**src/rtl/de_aes_pkg.sv**
```systemverilog
// de_aes_pkg: shared AES inverse-cipher definitions (modes, state type, inverse S-box, GF(2^8) helpers).
// Latency: n/a (types, constants and pure functions only).
// Backpressure: n/a.
package de_aes_pkg;

  // Round operation selector carried with every block.
  typedef enum logic [1:0] {
    MODE_MID   = 2'd0,
    MODE_FINAL = 2'd1,
    MODE_INIT  = 2'd2,
    MODE_RSVD  = 2'd3
  } mode_e;

  // 16-byte state; element 0 is the most significant byte ([127:120]), column-major.
  typedef logic [0:15][7:0] state_t;

  // Inverse S-box; entry 0 sits in the most significant byte.
  localparam logic [0:255][7:0] INV_SBOX = {
    8'h52, 8'h09, 8'h6a, 8'hd5, 8'h30, 8'h36, 8'ha5, 8'h38, 8'hbf, 8'h40, 8'ha3, 8'h9e, 8'h81, 8'hf3, 8'hd7, 8'hfb,
    8'h7c, 8'he3, 8'h39, 8'h82, 8'h9b, 8'h2f, 8'hff, 8'h87, 8'h34, 8'h8e, 8'h43, 8'h44, 8'hc4, 8'hde, 8'he9, 8'hcb,
    8'h54, 8'h7b, 8'h94, 8'h32, 8'ha6, 8'hc2, 8'h23, 8'h3d, 8'hee, 8'h4c, 8'h95, 8'h0b, 8'h42, 8'hfa, 8'hc3, 8'h4e,
    8'h08, 8'h2e, 8'ha1, 8'h66, 8'h28, 8'hd9, 8'h24, 8'hb2, 8'h76, 8'h5b, 8'ha2, 8'h49, 8'h6d, 8'h8b, 8'hd1, 8'h25,
    8'h72, 8'hf8, 8'hf6, 8'h64, 8'h86, 8'h68, 8'h98, 8'h16, 8'hd4, 8'ha4, 8'h5c, 8'hcc, 8'h5d, 8'h65, 8'hb6, 8'h92,
    8'h6c, 8'h70, 8'h48, 8'h50, 8'hfd, 8'hed, 8'hb9, 8'hda, 8'h5e, 8'h15, 8'h46, 8'h57, 8'ha7, 8'h8d, 8'h9d, 8'h84,
    8'h90, 8'hd8, 8'hab, 8'h00, 8'h8c, 8'hbc, 8'hd3, 8'h0a, 8'hf7, 8'he4, 8'h58, 8'h05, 8'hb8, 8'hb3, 8'h45, 8'h06,
    8'hd0, 8'h2c, 8'h1e, 8'h8f, 8'hca, 8'h3f, 8'h0f, 8'h02, 8'hc1, 8'haf, 8'hbd, 8'h03, 8'h01, 8'h13, 8'h8a, 8'h6b,
    8'h3a, 8'h91, 8'h11, 8'h41, 8'h4f, 8'h67, 8'hdc, 8'hea, 8'h97, 8'hf2, 8'hcf, 8'hce, 8'hf0, 8'hb4, 8'he6, 8'h73,
    8'h96, 8'hac, 8'h74, 8'h22, 8'he7, 8'had, 8'h35, 8'h85, 8'he2, 8'hf9, 8'h37, 8'he8, 8'h1c, 8'h75, 8'hdf, 8'h6e,
    8'h47, 8'hf1, 8'h1a, 8'h71, 8'h1d, 8'h29, 8'hc5, 8'h89, 8'h6f, 8'hb7, 8'h62, 8'h0e, 8'haa, 8'h18, 8'hbe, 8'h1b,
    8'hfc, 8'h56, 8'h3e, 8'h4b, 8'hc6, 8'hd2, 8'h79, 8'h20, 8'h9a, 8'hdb, 8'hc0, 8'hfe, 8'h78, 8'hcd, 8'h5a, 8'hf4,
    8'h1f, 8'hdd, 8'ha8, 8'h33, 8'h88, 8'h07, 8'hc7, 8'h31, 8'hb1, 8'h12, 8'h10, 8'h59, 8'h27, 8'h80, 8'hec, 8'h5f,
    8'h60, 8'h51, 8'h7f, 8'ha9, 8'h19, 8'hb5, 8'h4a, 8'h0d, 8'h2d, 8'he5, 8'h7a, 8'h9f, 8'h93, 8'hc9, 8'h9c, 8'hef,
    8'ha0, 8'he0, 8'h3b, 8'h4d, 8'hae, 8'h2a, 8'hf5, 8'hb0, 8'hc8, 8'heb, 8'hbb, 8'h3c, 8'h83, 8'h53, 8'h99, 8'h61,
    8'h17, 8'h2b, 8'h04, 8'h7e, 8'hba, 8'h77, 8'hd6, 8'h26, 8'he1, 8'h69, 8'h14, 8'h63, 8'h55, 8'h21, 8'h0c, 8'h7d
  };

  // Multiply by x (0x02) modulo x^8 + x^4 + x^3 + x + 1.
  function automatic logic [7:0] xtime(input logic [7:0] b);
    return {b[6:0], 1'b0} ^ (b[7] ? 8'h1b : 8'h00);
  endfunction

  function automatic logic [7:0] gmul09(input logic [7:0] b);
    logic [7:0] x8;
    x8 = xtime(xtime(xtime(b)));
    return x8 ^ b;
  endfunction

  function automatic logic [7:0] gmul0b(input logic [7:0] b);
    logic [7:0] x2;
    logic [7:0] x8;
    x2 = xtime(b);
    x8 = xtime(xtime(x2));
    return x8 ^ x2 ^ b;
  endfunction

  function automatic logic [7:0] gmul0d(input logic [7:0] b);
    logic [7:0] x4;
    logic [7:0] x8;
    x4 = xtime(xtime(b));
    x8 = xtime(x4);
    return x8 ^ x4 ^ b;
  endfunction

  function automatic logic [7:0] gmul0e(input logic [7:0] b);
    logic [7:0] x2;
    logic [7:0] x4;
    logic [7:0] x8;
    x2 = xtime(b);
    x4 = xtime(x2);
    x8 = xtime(x4);
    return x8 ^ x4 ^ x2;
  endfunction

  // Row r rotates right by r: out[r][c] = in[r][(c - r) mod 4], byte index = 4*c + r.
  function automatic state_t inv_shift_rows(input state_t s);
    return {s[0],  s[13], s[10], s[7],
            s[4],  s[1],  s[14], s[11],
            s[8],  s[5],  s[2],  s[15],
            s[12], s[9],  s[6],  s[3]};
  endfunction

endpackage

```
**src/rtl/de_inv_mixcol.sv**
```systemverilog
// de_inv_mixcol: InvMixColumns on one 32-bit state column (row 0 byte in [31:24]).
// Latency 0, purely combinational.
// No flow control; the enclosing pipeline stage owns backpressure.
module de_inv_mixcol
  import de_aes_pkg::*;
(
  input  logic [31:0] i_col,
  output logic [31:0] o_col
);

  logic [7:0] w_a0;
  logic [7:0] w_a1;
  logic [7:0] w_a2;
  logic [7:0] w_a3;

  assign {w_a0, w_a1, w_a2, w_a3} = i_col;

  // Circulant matrix rows: {0e 0b 0d 09} rotated right once per output byte.
  assign o_col = {gmul0e(w_a0) ^ gmul0b(w_a1) ^ gmul0d(w_a2) ^ gmul09(w_a3),
                  gmul09(w_a0) ^ gmul0e(w_a1) ^ gmul0b(w_a2) ^ gmul0d(w_a3),
                  gmul0d(w_a0) ^ gmul09(w_a1) ^ gmul0e(w_a2) ^ gmul0b(w_a3),
                  gmul0b(w_a0) ^ gmul0d(w_a1) ^ gmul09(w_a2) ^ gmul0e(w_a3)};

endmodule

```
**src/rtl/de_round_pipe.sv**
```systemverilog
// de_round_pipe: one AES inverse-cipher round (middle or final) per block, key and tag travel with it.
// Latency 1 + SBOX_REG cycles, one block per cycle; define DE_ROUND_INITIAL_EN to enable mode 2 (key-add only).
// Single global stall: every stage advances only while the output is empty or being taken (oReady = advance).
module de_round_pipe
  import de_aes_pkg::*;
#(
  parameter int SBOX_REG = 1,
  parameter int TAG_W    = 8
) (
  input  logic             clk,
  input  logic             rst,
  input  logic             iValid,
  output logic             oReady,
  input  logic [127:0]     iBlockIn,
  input  logic [127:0]     iKeyValue,
  input  logic [1:0]       iMode,
  input  logic [TAG_W-1:0] iTag,
  output logic             oValid,
  input  logic             iReady,
  output logic [127:0]     oBlockout,
  output logic [TAG_W-1:0] oTag,
  output logic             oModeErr
);

  logic             w_advance;
  logic             w_accept;
  mode_e            w_mode;
  logic             w_mode_bad;
  state_t           w_sr;
  state_t           w_sb;
  state_t           w_front;

  // Signals entering the output stage (from stage S or straight from the input).
  logic             w_st_vld;
  state_t           w_st_dat;
  logic [127:0]     w_st_key;
  mode_e            w_st_mode;
  logic [TAG_W-1:0] w_st_tag;

  logic [127:0]     w_x;
  logic [127:0]     w_mc;
  logic [127:0]     w_result;

  logic             r_o_vld;
  logic [127:0]     r_o_dat;
  logic [TAG_W-1:0] r_o_tag;
  logic             r_mode_err;

  assign w_advance = !r_o_vld || iReady;
  assign w_accept  = iValid && w_advance;
  assign oReady    = w_advance;

  // Translate the requested mode into the operation performed; illegal modes run as final.
  always_comb begin
    w_mode     = MODE_FINAL;
    w_mode_bad = 1'b0;
    case (iMode)
      MODE_MID:   w_mode = MODE_MID;
      MODE_FINAL: w_mode = MODE_FINAL;
`ifdef DE_ROUND_INITIAL_EN
      MODE_INIT:  w_mode = MODE_INIT;
`endif
      default:    w_mode_bad = 1'b1;
    endcase
  end

  assign w_sr = inv_shift_rows(iBlockIn);

  for (genvar gi = 0; gi < 16; gi++) begin : g_sbox
    assign w_sb[gi] = INV_SBOX[w_sr[gi]];
  end

`ifdef DE_ROUND_INITIAL_EN
  // The initial round bypasses shift and S-box but still walks the same stages for uniform latency.
  assign w_front = (w_mode == MODE_INIT) ? state_t'(iBlockIn) : w_sb;
`else
  assign w_front = w_sb;
`endif

  if (SBOX_REG != 0) begin : g_sreg
    logic             r_s_vld;
    state_t           r_s_dat;
    logic [127:0]     r_s_key;
    mode_e            r_s_mode;
    logic [TAG_W-1:0] r_s_tag;

    // Stage S: capture the substituted state with its own key, mode and tag.
    always_ff @(posedge clk or posedge rst) begin
      if (rst) begin
        r_s_vld  <= 1'b0;
        r_s_dat  <= '0;
        r_s_key  <= '0;
        r_s_mode <= MODE_MID;
        r_s_tag  <= '0;
      end else if (w_advance) begin
        r_s_vld <= iValid;
        if (iValid) begin
          r_s_dat  <= w_front;
          r_s_key  <= iKeyValue;
          r_s_mode <= w_mode;
          r_s_tag  <= iTag;
        end
      end
    end

    assign w_st_vld  = r_s_vld;
    assign w_st_dat  = r_s_dat;
    assign w_st_key  = r_s_key;
    assign w_st_mode = r_s_mode;
    assign w_st_tag  = r_s_tag;
  end else begin : g_scomb
    assign w_st_vld  = iValid;
    assign w_st_dat  = w_front;
    assign w_st_key  = iKeyValue;
    assign w_st_mode = w_mode;
    assign w_st_tag  = iTag;
  end

  assign w_x = w_st_dat ^ w_st_key;

  for (genvar gc = 0; gc < 4; gc++) begin : g_mixcol
    de_inv_mixcol u_mixcol (
      .i_col (w_x[127-32*gc -: 32]),
      .o_col (w_mc[127-32*gc -: 32])
    );
  end

  assign w_result = (w_st_mode == MODE_MID) ? w_mc : w_x;

  // Output stage: load on advance, otherwise hold so the block stays stable under stall.
  always_ff @(posedge clk or posedge rst) begin
    if (rst) begin
      r_o_vld <= 1'b0;
      r_o_dat <= '0;
      r_o_tag <= '0;
    end else if (w_advance) begin
      r_o_vld <= w_st_vld;
      if (w_st_vld) begin
        r_o_dat <= w_result;
        r_o_tag <= w_st_tag;
      end
    end
  end

  // Mode error: single-cycle pulse following the accept of an illegal-mode block.
  always_ff @(posedge clk or posedge rst) begin
    if (rst) begin
      r_mode_err <= 1'b0;
    end else begin
      r_mode_err <= w_accept && w_mode_bad;
    end
  end

  assign oValid    = r_o_vld;
  assign oBlockout = r_o_dat;
  assign oTag      = r_o_tag;
  assign oModeErr  = r_mode_err;

endmodule

```
**config.mk**
```make
export PLATFORM = sky130hd
export DESIGN_NAME = de_round_pipe
export DESIGN_NICKNAME = d
export VERILOG_FILES = /design/src/rtl/de_aes_pkg.sv /design/src/rtl/de_inv_mixcol.sv /design/src/rtl/de_round_pipe.sv
export SDC_FILE = /design/constraint.sdc
export NUM_CORES = 2
export LEC_CHECK = 0
export ABC_AREA = 1
export ABC_CLOCK_PERIOD_IN_PS = 22900
export CAP_MARGIN = 20
export CORE_MARGIN = 2
export CORE_UTILIZATION = 23
export CTS_CLUSTER_SIZE = 28
export DETAILED_ROUTE_END_ITERATION = 8
export DONT_BUFFER_PORTS = 1
export PLACE_DENSITY = 0.41
export SYNTH_ARGS = -nofsm -noshare
export SYNTH_HDL_FRONTEND = slang
export SYNTH_HIERARCHICAL = 1
export SYNTH_SLANG_ARGS = --single-unit
```
**constraint.sdc**
```tcl
create_clock -name clk -period 22.9 [get_ports clk]
set_clock_uncertainty 0.2 [all_clocks]
set_input_delay 6.87 -clock clk [delete_from_list [all_inputs] [get_ports clk]]
set_output_delay 6.87 -clock clk [all_outputs]
set_load 0.05 [all_outputs]
```
Yosys cells after proc, flatten, opt, wreduce, memory -nomap -nowiden

Memory sizes are Yosys's and may differ from the RTL's. A register that Yosys moved wholly into a read port is not among the register bits.
Cells that the tools add are included.

Bits in registers: 277
Memory bits (read-only): 32768
Bits of input ports: 270
Output and inout bits: 139
Memories kept: 16

Eq/ne operators: 1
Multiplexer cells: 51
Bitwise gates (word level): 209
Reductions and logical operators: 9

Memories:

| memory           | words | bits a word | rd ports | clocked after memory_dff | write ports | RTL line            | RTL |
|---|---|---|---|---|---|---|---|
| (name not given) | 256   | 8           | 1        | 1                        | 0           | de_round_pipe.sv:70 | `assign w_sb[gi] = INV_SBOX[w_sr[gi]];` |
| (name not given) | 256   | 8           | 1        | 1                        | 0           | de_round_pipe.sv:70 |  |
| (name not given) | 256   | 8           | 1        | 1                        | 0           | de_round_pipe.sv:70 |  |
| (name not given) | 256   | 8           | 1        | 1                        | 0           | de_round_pipe.sv:70 |  |
| (name not given) | 256   | 8           | 1        | 1                        | 0           | de_round_pipe.sv:70 |  |
| (name not given) | 256   | 8           | 1        | 1                        | 0           | de_round_pipe.sv:70 |  |
| 10 more memories | n/a   | n/a         | n/a      | n/a                      | n/a         | n/a                 |  |

Operators with widths:

| kind                                                                   | number |
|---|---|
| 8-bit XOR                                                              | 186 |
| 5-bit 2-to-1 mux                                                       | 48 |
| 8-bit inverter with 9-bit output                                       | 16 |
| 128-bit 2-to-1 mux                                                     | 1 |
| 128-bit XOR                                                            | 1 |
| 8-bit by 5-bit XOR with 8-bit output                                   | 6 |
| 2-bit zero test                                                        | 2 |
| 2-bit AND reduction                                                    | 2 |
| 2-bit by 1-bit equality test with 1-bit output (second input constant) | 1 |
| 1-bit logical AND                                                      | 2 |
| 1-bit 2-to-1 mux                                                       | 2 |
| 2-bit OR reduction                                                     | 1 |
| 1-bit zero test                                                        | 1 |
| 1-bit logical OR                                                       | 1 |

Longest topological paths before layout

Depth after elaboration: 13
Gate-level depth with buffers: 18
Mapped depth without buffers: 17

By module

The synthesis kept the hierarchy.

Modules (own cells, without submodules):

| module        | instances | cells each | area each (um2) | seq. area each (um2) |
|---|---|---|---|---|
| de_round_pipe | 1         | 12362      | 65153.7         | 10109.7 |
| de_inv_mixcol | 4         | 658        | 3519.6          | 0.0 |

Worst setup path before layout

No wires, ideal clock.

Kind: input -> output
Start point: in iReady
End point: out oReady
Arrival: 7.248 ns
Data required time: 15.830 ns
Slack: 8.582 ns
Stages: 2
Path through: nor2_1 > inv_1

Word-level cells in the longest chain between the ends: 1

Ends and longest elaborated chain:

| element          | RTL line            | RTL |
|---|---|---|
| start, declared  | de_round_pipe.sv:19 | `input logic iReady,` |
| 1-bit logical OR | de_round_pipe.sv:49 | `assign w_advance = !r_o_vld \|\| iReady;` |
| end, declared    | de_round_pipe.sv:13 | `output logic oReady,` |

No other way between the ends.

Final worst setup path

Same ends and word-level chain as after synthesis.

==> summary.md <==
| Metric | Value |
|---|---|
| Flop pwr share | a little under a fifth |
| Net Sw Frac | 60.3% |
| Rows | roughly 220 |
| Via-to-Cell Ratio | roughly 5.3 |
| Critical Path RT | between 15 and 20 ns |
| FF+latch count, synth | 404 |
| Max clock buf depth | 3 |
| Pint | 3560 uW |
| DRT antenna net count | 0 |
| Clock Sinks | 404 |
| Max-Cap Viols | 0 |
| Post-Syn Nets | between 15,000 and 20,000 |
| Initial DRT Pass Iterations | 7 |
| H-tree Lvls | 2 |
| Normalized max-slew margin | ~10% |
| Syn Inst Count | about 15,000 |
| DRC | 0 |
| PortBufs | 0 |
| Cts bufs inserted | between 50 and 60 |
| Max Fclk | 69.1 MHz |
| Status | completed |
| Antenna violations before repair | 47 |
| I/O pins | 409 |
| Critical Path AT | 7.40 ns |
| Crit-path max FO | 4 |
| Total setup buffers inserted after CTS | 0 |
| Hold Slack | 0.276 ns |
| CP endpoint kind | primary output |
| Sum of negative setup slack | 0 ns |
| DP Wirelength | 319 mm |
| Combinational cell fraction of total power | between 60% and 70% |
| Critical path launch point type | primary input |
| Full die area | around 350,000 sq um |
| Predominant post-synthesis flop cell | dfrtp_1 |
| Routed via count | 100,000 |
| Max-slew violations | 0 |
| GRT Util Overall | 23.9% |
| First-pass GRT wire length | 641 mm |
| Clock latency on the worst-skew pair | 0.75 ns |
| Synth unique cells | 44 |
| Clock transition at path regs | 0.05 ns |
| CTS tree | built |
| Die Ht | 591 um |
| Top cell type's share of synthesized area | about 28% |
| Final worst-path cycle share | 63.2% |
| Starting Density | 23.1% |
| Setup violators final | 0 |
| Sum of buffers and inverters on the critical path | 1 |
| Synth Cell Area | slightly below 80,000 sq um |
| Final hold vios | 0 |
| Max VDD drop | approximately 0.000077 V |
| CTS Hold Bufs | 0 |
| Mean Syn Cell Area | 5.28 sq um |
| Largest net degree at the start of global routing | roughly 140 |
| RSZ-0062 raised after global routing | false |
| Net Sw Power | 5390 uW |
| Synth area leader | nand2_1 |
| Worst min path class | reg -> reg |
| Clock power frac | 11.6% |
| Crit path kind | in -> out |
| Remaining global-route overflow | 0 |
| Clock root buffer master | clkbuf_16 |
| Number of global-route vias before repair | just over 90,000 |
| Ys async rst share | 100% |
| Max stage delay cell, worst path | inv_1 |
| Final Net Count | 14,900 |
| Gp weighted congestion | 0.990 |
| Sequence of cells on the critical path | nor2_1 -> inv_1 |
| CP top delay family | buffers and inverters |
| Routed WL | 439 mm |
| Pwr Density | 107 nW/um^2 |
| Worst Max-Slew Pin Slew | 1.35 ns |
| P_leak | 0.0439 uW |
| Post-cts resize count | 0 |
| Layout cell share with drive strength beyond 1 | roughly 3.6% |
| Core Region | 343,000 sq um |
| Post-layout min period | 14.47 ns |
| Synth area leaders | nand2_1 28%, nand3_1 21%, dfrtp_1 13% |
| Area grow syn2layout | 5.92% |
| Wire per inst | ~23 um |
| Seq/Total Area, Yosys | 12.8% |
| Die width | between 500 and 600 um |
| Starting DRT DRC Count | 14,300 |
| Max incr delay on CP | 0.32 ns |
| Synth Warn # | 6 |
| Number of synthesized flops with an enable pin | 0 |
sequential cells by signal, indices dropped and copies added (netlist names):
name             count
g_sreg.r_s_dat     128
g_sreg.r_s_key     128
oValid               1
oTag                 8
oBlockout          128
g_sreg.r_s_vld       1
g_sreg.r_s_mode      1
g_sreg.r_s_tag       8
oModeErr             1
cells by family after synthesis:
kind of cell / after synthesis / synth area share [%]
and+or+nand+nor: 10500 / 56.3
buffers and inverters: 1774 / 9.54
AOI/OAI and AO/OA: 1200 / 7.90
xor gates and xnor gates: 756 / 8.58
DFF: 404 / 12.8
adders and majority gates: 314 / 4.96
power by group through the flow:
stage	clock network, uW	registers [uW]	logic [uW]
2_1_floorplan	0	1440	4500
3_3_place_gp	0	1720	6180
3_5_place_dp	0	1720	6170
4_1_cts	1080	1700	6210
5_1_grt	1100	1710	6890
6_report	1040	1690	6220
cell type report:
cell class              instances  area, sq um
multi-input cells           12800        61600
repair buffers                130          988
fillers                     40500       259000
inverters                     865         3290
clock inverters                35          520
diodes                         30         75.1
clock buffers                  75         1640
well taps                    4557         5700
flip-flops and latches        404        10100
through the flow:
stage,setup slack [ns],total power (uW),area [sq um],util (%),std cells
3_3_place_gp,8.42,7900,81700,23.8,18800
2_1_floorplan,4.59,5940,79200,-,15000
3_5_place_dp,8.43,7890,81700,23.8,18800
6_report,8.43,8950,83900,24.5,18900
4_1_cts,8.43,8990,83900,24.4,18900
5_1_grt,8.36,9710,83900,24.5,18900
path summary, 6_finish.rpt:
| kind | endpoint | slack (ns) | startpoint | cells past startpoint |
|---|---|---|---|---|
| max | oReady | 8.43 | iReady | 2 |
| min | oTag[5]$_DFFE_PP0P_ | 0.28 | g_sreg.r_s_tag[5]$_DFFE_PP0P_ | 2 |
| max reg2reg | g_sreg.r_s_dat[23]$_DFFE_PP0P_ | 18.30 | oValid$_DFFE_PP0N_ | 9 |
| min reg2reg | oTag[5]$_DFFE_PP0P_ | 0.28 | g_sreg.r_s_tag[5]$_DFFE_PP0P_ | 2 |
| max in group asynchronous | g_sreg.r_s_key[104]$_DFFE_PP0P_ | 13.80 | rst | 4 |
| min in group asynchronous | oBlockout[40]$_DFFE_PP0P_ | 5.91 | rst | 1 |
routing by layer:
metal  vias up  share of wire, %  GRT usage [%]
met4        20               4.7           10.4
met2      5642                44           37.0
li1      47100                 -              -
met1     46700                42           32.2
met5         -             0.024              0
met3       916               9.9           4.60
worst register-to-register path: stages, from the launching register on:
cell	delay, ns
dfrtp_1	0.56
inv_1	0.11
nor2_1	0.08
inv_1	0.41
nand2_4	0.38
inv_8	0.50
buf_4	0.86
buf_4	0.87
nand3_1	0.40
nand2_1	0.14
cells in the mapped netlist (all sizes together), types with 45 or more instances:
| cell type | instances |
|---|---|
| a21oi | 497 |
| buf | 615 |
| clkbuf | 294 |
| dfrtp | 404 |
| ha | 314 |
| inv | 849 |
| nand2 | 6041 |
| nand3 | 3361 |
| nand3b | 47 |
| nand4 | 55 |
| nor2 | 973 |
| o211ai | 51 |
| o21ai | 604 |
| or2 | 45 |
| xnor2 | 216 |
| xor2 | 540 |
placed cells by master, fill, tap and decap left out, types with 6 or more instances in the layout:
master and count:
a22oi_1 12, inv_1 769, buf_4 129, nor2_1 959, xor2_1 525, nand2b_1 8, inv_4 7, xnor2_1 204
clkbuf_1 7, xor2_2 15, a21oi_1 491, nand4_1 55, bufinv_16 10, clkinv_2 6, nand2_1 5932, nand2_2 107
o21ai_1 8, nand3b_1 47, or2_2 39, nor2_2 13, clkbuf_8 8, o211ai_1 51, inv_2 69, nor3_1 13
ha_1 314, clkinv_4 8, clkinvlp_4 7, o22ai_1 6, clkinv_1 16, a21oi_2 6, nand3_1 3361, xnor2_2 12
a21o_1 7, a31oi_1 18, dfrtp_1 403, o21ai_0 592, diode_2 30, clkbuf_16 60
(Power assumes the default switching activity.)
